### src/rtl/mux_stream_if.sv
// mux_stream handshake bundle: N input channels in, one registered stream out.
// out_par exists only when MUX_STREAM_PARITY_EN is defined.
interface mux_stream_if #(
  parameter int W  = 8,
  parameter int N  = 4,
  localparam int SW = (N > 1) ? $clog2(N) : 1
);
  logic [N*W-1:0] in_data;
  logic [N-1:0]   in_valid;
  logic [N-1:0]   in_ready;
  logic [SW-1:0]  sel;
  logic           mode;
  logic [W-1:0]   out_data;
  logic           out_valid;
  logic           out_ready;
  logic [SW-1:0]  out_ch;
`ifdef MUX_STREAM_PARITY_EN
  logic           out_par;
`endif

  modport slave (
    input  in_data, in_valid, sel, mode, out_ready,
    output in_ready, out_data, out_valid, out_ch
`ifdef MUX_STREAM_PARITY_EN
    , output out_par
`endif
  );

  modport master (
    output in_data, in_valid, sel, mode, out_ready,
    input  in_ready, out_data, out_valid, out_ch
`ifdef MUX_STREAM_PARITY_EN
    , input out_par
`endif
  );
endinterface

### src/rtl/mux_stream.sv
// N-to-1 stream mux, fixed or round-robin select, single output register.
// Optional out_par (even parity of out_data) under MUX_STREAM_PARITY_EN.
module mux_stream #(
  parameter int W  = 8,
  parameter int N  = 4,
  localparam int SW = (N > 1) ? $clog2(N) : 1
) (
  input logic         clk,
  input logic         rst,
  mux_stream_if.slave bus
);

  logic [W-1:0]  r_data;
  logic [SW-1:0] r_ch;
  logic [SW-1:0] r_ptr;
  logic          r_valid;
`ifdef MUX_STREAM_PARITY_EN
  logic          r_par;
`endif

  logic          w_ld;
  logic          w_gnt;
  logic [SW-1:0] w_gidx;
  logic [W-1:0]  w_word;
  logic [N-1:0]  w_rdy;

  assign w_ld = !r_valid || bus.out_ready;

  // Search order for round-robin starts just after the last grant.
  always_comb begin
    int idx;
    w_gnt  = 1'b0;
    w_gidx = '0;
    idx    = 0;
    if (rst && w_ld) begin
      if (!bus.mode) begin
        for (int i = 0; i < N; i++) begin
          if (i == int'(bus.sel) && bus.in_valid[i]) begin
            w_gnt  = 1'b1;
            w_gidx = SW'(i);
          end
        end
      end else begin
        for (int k = 1; k <= N; k++) begin
          idx = (int'(r_ptr) + k) % N;
          if (!w_gnt && bus.in_valid[idx]) begin
            w_gnt  = 1'b1;
            w_gidx = SW'(idx);
          end
        end
      end
    end
  end

  always_comb begin
    w_word = '0;
    w_rdy  = '0;
    for (int i = 0; i < N; i++) begin
      if (int'(w_gidx) == i) begin
        w_word   = bus.in_data[i*W +: W];
        w_rdy[i] = w_gnt;
      end
    end
  end

  always_ff @(posedge clk) begin
    if (!rst) begin
      r_valid <= 1'b0;
      r_data  <= '0;
      r_ch    <= '0;
      r_ptr   <= SW'(N - 1);
`ifdef MUX_STREAM_PARITY_EN
      r_par   <= 1'b0;
`endif
    end else if (w_gnt) begin
      r_valid <= 1'b1;
      r_data  <= w_word;
      r_ch    <= w_gidx;
      if (bus.mode)
        r_ptr <= w_gidx;
`ifdef MUX_STREAM_PARITY_EN
      r_par   <= ^w_word;
`endif
    end else if (bus.out_ready) begin
      r_valid <= 1'b0;
    end
  end

  assign bus.in_ready  = w_rdy;
  assign bus.out_data  = r_data;
  assign bus.out_valid = r_valid;
  assign bus.out_ch    = r_ch;
`ifdef MUX_STREAM_PARITY_EN
  assign bus.out_par   = r_par;
`endif

endmodule

### src/flat_wrapper.sv
// flat-port wrapper written by rule: the top's interface ports become plain ports
module mux_stream_flat 
#(
  parameter int W  = 8,
  parameter int N  = 4,
  localparam int SW = (N > 1) ? $clog2(N) : 1
)
  (clk, rst, bus_in_data, bus_in_valid, bus_sel, bus_mode, bus_out_ready, bus_in_ready, bus_out_data, bus_out_valid, bus_out_ch);
  mux_stream_if #(.W(W), .N(N)) bus_i ();
  input logic clk;
  input logic rst;
  input wire logic [$bits(bus_i.in_data)-1:0] bus_in_data;
  input wire logic [$bits(bus_i.in_valid)-1:0] bus_in_valid;
  input wire logic [$bits(bus_i.sel)-1:0] bus_sel;
  input wire logic [$bits(bus_i.mode)-1:0] bus_mode;
  input wire logic [$bits(bus_i.out_ready)-1:0] bus_out_ready;
  output wire logic [$bits(bus_i.in_ready)-1:0] bus_in_ready;
  output wire logic [$bits(bus_i.out_data)-1:0] bus_out_data;
  output wire logic [$bits(bus_i.out_valid)-1:0] bus_out_valid;
  output wire logic [$bits(bus_i.out_ch)-1:0] bus_out_ch;
  assign bus_i.in_data = bus_in_data;
  assign bus_i.in_valid = bus_in_valid;
  assign bus_i.sel = bus_sel;
  assign bus_i.mode = bus_mode;
  assign bus_i.out_ready = bus_out_ready;
  assign bus_in_ready = bus_i.in_ready;
  assign bus_out_data = bus_i.out_data;
  assign bus_out_valid = bus_i.out_valid;
  assign bus_out_ch = bus_i.out_ch;
  mux_stream #(.W(W), .N(N)) u_core (.clk(clk), .rst(rst), .bus(bus_i));
endmodule
### config.mk
export PLATFORM = sky130hd
export DESIGN_NAME = mux_stream_flat
export DESIGN_NICKNAME = d
export VERILOG_FILES = /design/src/rtl/mux_stream_if.sv /design/src/rtl/mux_stream.sv /design/src/flat_wrapper.sv
export SDC_FILE = /design/constraint.sdc
export NUM_CORES = 1
export LEC_CHECK = 0
export ABC_AREA = 1
export BUFFER_PORTS_ARGS = -buffer_cell sky130_fd_sc_hd__buf_2
export CORE_UTILIZATION = 52
export CTS_BUF_LIST = sky130_fd_sc_hd__clkbuf_4
export CTS_CLUSTER_SIZE = 28
export DETAILED_ROUTE_END_ITERATION = 10
export HOLD_SLACK_MARGIN = 0.15
export PLACE_DENSITY = 0.88
export SLEW_MARGIN = 20
export SYNTH_ARGS = -nofsm -noshare
export SYNTH_HDL_FRONTEND = slang
export SYNTH_SLANG_ARGS = --single-unit
### constraint.sdc
create_clock -name clk -period 3.95 [get_ports clk]
set_input_delay 0.395 -clock clk [delete_from_list [all_inputs] [get_ports clk]]
set_output_delay 0.395 -clock clk [all_outputs]
set_load 0.005 [all_outputs]
==> impl_metrics.json <==
{
  "power.density_mw_per_mm2": 286,
  "antenna_found_initial": 0,
  "cts_tree": "built",
  "path_cells": "inv_8 > nand2_1 > nand2_1 > nand2_2 > o21ai_0 > inv_1 > nand2_1 > nand2_2 > nand2_4 > nand2_4 > inv_2 > nor3_1 > buf_2",
  "start_util_pct": 55.5,
  "final_cells": 287,
  "slowest_stage": "dfxtp_1",
  "ys_seq_area_share_pct": 21.0,
  "diodes": 0,
  "drive_above_1_share_pct": 34.7,
  "via_per_inst": 5.14,
  "period_needed_ns": 2.64,
  "die_height_microns": 50.8,
  "postSynthCellCount": 207,
  "drv_cap": 0,
  "cp_num_buf_inv": 4,
  "cp.required_ns": 3.56,
  "grt_max_degree": 21,
  "status": "finished, final reports clean",
  "grt_pass1_vias": 1320,
  "ctsResizeCount": 0,
  "drt_first_iter_violations": 33,
  "fmax_mhz": 379,
  "cp-start-kind": "flop",
  "syn_avg_cell_area_sq_um": 5.99,
  "synth.area.top_cells": "dfxtp_1, nand2_1, nand3_1",
  "die_x_microns": 50.8,
  "rsz0062_at_grt": "false",
  "post-route-util_pct": 67.6,
  "path_delay_family": "simple AND/OR/NAND/NOR gates",
  "clock_skew_ns": 0.00297,
  "dp_cells": 283,
  "netlist_area_sq_mm": 0.00124,
  "cp_common_cell": "nand2_1",
  "dpl_cell_area_sq_mm": 0.00148,
  "antenna_left": 0,
  "setup_tns_ns": 0,
  "holdCritPathClass": "in2reg",
  "clk_pin_slew_ns": 0.08,
  "port_buffers": 56,
  "floorplan.die_area_sq_mm": 0.00258,
  "cts_hold_buf": 0,
  "yosysWarnings": 0,
  "cts_max_path_buffers": 2,
  "grt_usage_pct": 26.7,
  "grt_pass1_wl_microns": 5330,
  "firstDrtPassIters": 4,
  "gp_congestion": 0.926,
  "finalSetupViolations": 0,
  "hold_viol": 0,
  "p_sw_uw": 171,
  "grt_overflow": 0,
  "clock_sinks": 13,
  "tightest_slew_ns": 0.441,
  "swShare_pct": 39.6,
  "critPathCaptureType": "primary output",
  "synth_commonest_cells": "nand2_1, nand3_1, inv_1, nor2_1, dfxtp_1",
  "async_reset_ff_share_pct": 0,
  "slowest_delay_ns": 0.60,
  "postCtsSetupRepairBufs": 0,
  "drc": 0,
  "coreArea_sq_mm": 0.00223,
  "relSlewSlack_pct": 70.6,
  "synth_most_common_cell": "nand2_1",
  "min_period_over_period_pct": 66.8,
  "p_clk_share_pct": 21.4,
  "dp_hpwl_microns": 2470,
  "synth-seq-cells": 13,
  "fin_area_sq_mm": 0.00151,
  "yosysTopAreaCell": "dfxtp_1",
  "internal_power_uw": 261,
  "pwr-share-seq_pct": 35.4,
  "ys_types": 23,
  "final_nets": 302,
  "pin_count": 57,
  "dr_total_vias": 1476,
  "routedWlPerCell_microns": 11.1,
  "num_rows": 17,
  "h-tree-depth": 1,
  "synth-edff-count": 0,
  "leakage_uw": 0.000885,
  "finalMaxSlewViolations": 0,
  "root_buffer": "clkbuf_4",
  "area_delta_synth_final_pct": 21.8,
  "critPathMaxFanout": 20,
  "cp.arrival_ns": 2.24,
  "peakVddDrop_uv": 167,
  "synth_top_area_share_pct": 21.0,
  "drt-total-wl_microns": 3200,
  "yosys_most_used_dff": "dfxtp_1",
  "comb_power_share_pct": 43.2,
  "clk_latency_ns": 0.28,
  "syn-num-nets": 249,
  "numCtsBuffers": 3,
  "crit_type": "reg2out"
}
layout by cell type (no fill, tap or decap):
cell and n:
o21ai_0 6, nand3_4 2, a21oi_2 4, nor4_2 1
inv_8 1, nor2_1 18, nor3_1 3, inv_1 18
nand2_2 11, o31ai_1 1, or2_2 1, nand2_1 65
clkbuf_4 4, a21o_1 2, dfxtp_1 13, a21oi_1 10
nand3_1 32, o21ai_1 1, nor3_2 1, inv_2 5
nand2_4 4, buf_2 56
per-stage QoR:
stage,hold slack (ns),setup WS (ns),total power [uW]
floorplan,0.456,2.06,292
global placement,0.454,1.68,337
detailed placement,0.452,1.66,340
CTS,0.416,1.34,430
global route,0.412,1.10,465
finish,0.414,1.31,432
path summary, 6_finish.rpt:
| check | from | to | cells past startpoint | slack, ns |
|---|---|---|---|---|
| worst min register to register | u_core.bus.out_ch[0]$_SDFFE_PN0P_ | u_core.bus.out_ch[0]$_SDFFE_PN0P_ | 2 | 0.47 |
| worst max-delay path | u_core.r_ptr[0]$_SDFFE_PN1P_ | bus_in_ready[0] | 13 | 1.31 |
| worst max register to register | u_core.r_ptr[0]$_SDFFE_PN1P_ | u_core.bus.out_data[4]$_SDFFE_PN0P_ | 14 | 1.84 |
| worst min-delay path | rst | u_core.bus.out_data[4]$_SDFFE_PN0P_ | 3 | 0.41 |
flip-flops by register name, indices dropped and copies added, names as in the netlist:
signal,cells
u_core.r_ptr,2
u_core.bus.out_valid,1
u_core.bus.out_data,8
u_core.bus.out_ch,2
logic make-up after synthesis:
family / Yosys count / synth area share, %
flip-flops: 13 / 21.0
AO/OA/AOI/OAI: 24 / 11.5
buffers and inverters: 32 / 13.9
AND/OR/NAND/NOR: 138 / 53.6
worst reg2reg max path: stages (launching register included):
cell,delay (ns)
dfxtp_1,0.60
inv_8,0.10
nand2_4,0.08
nand2_2,0.05
nor2_1,0.09
nand2_1,0.06
nand2_1,0.06
nand2_1,0.04
nand2_1,0.07
nand2_2,0.08
nand2_4,0.14
nand3_4,0.17
or2_2,0.32
nand2_1,0.10
a21oi_2,0.05
cell type report:
type / count / area, sq um
Fill cell: 211 / 723
Timing Repair Buffer: 56 / 280
Sequential cell: 13 / 260
Clock buffer: 4 / 30.0
Tap cell: 28 / 35.0
Multi-Input combinational cell: 162 / 807
Inverter: 24 / 97.6
power groups by stage:
stage | sequential [uW] | combinational (uW) | clock [uW]
floorplan | 152 | 140 | 0
global placement | 156 | 182 | 0
detailed placement | 156 | 184 | 0
CTS | 153 | 185 | 92.2
global route | 154 | 210 | 99.9
finish | 153 | 187 | 92.8
layer usage:
| metal | GRT usage [%] | wire length [microns] |
|---|---|---|
| met2 | 47.3 | 1550 |
| met3 | 2.38 | 243 |
| met4 | 10.2 | 41 |
| met1 | 33.2 | 1360 |
| met5 | 0 | 0 |
Power figures use the tool's default switching activity.
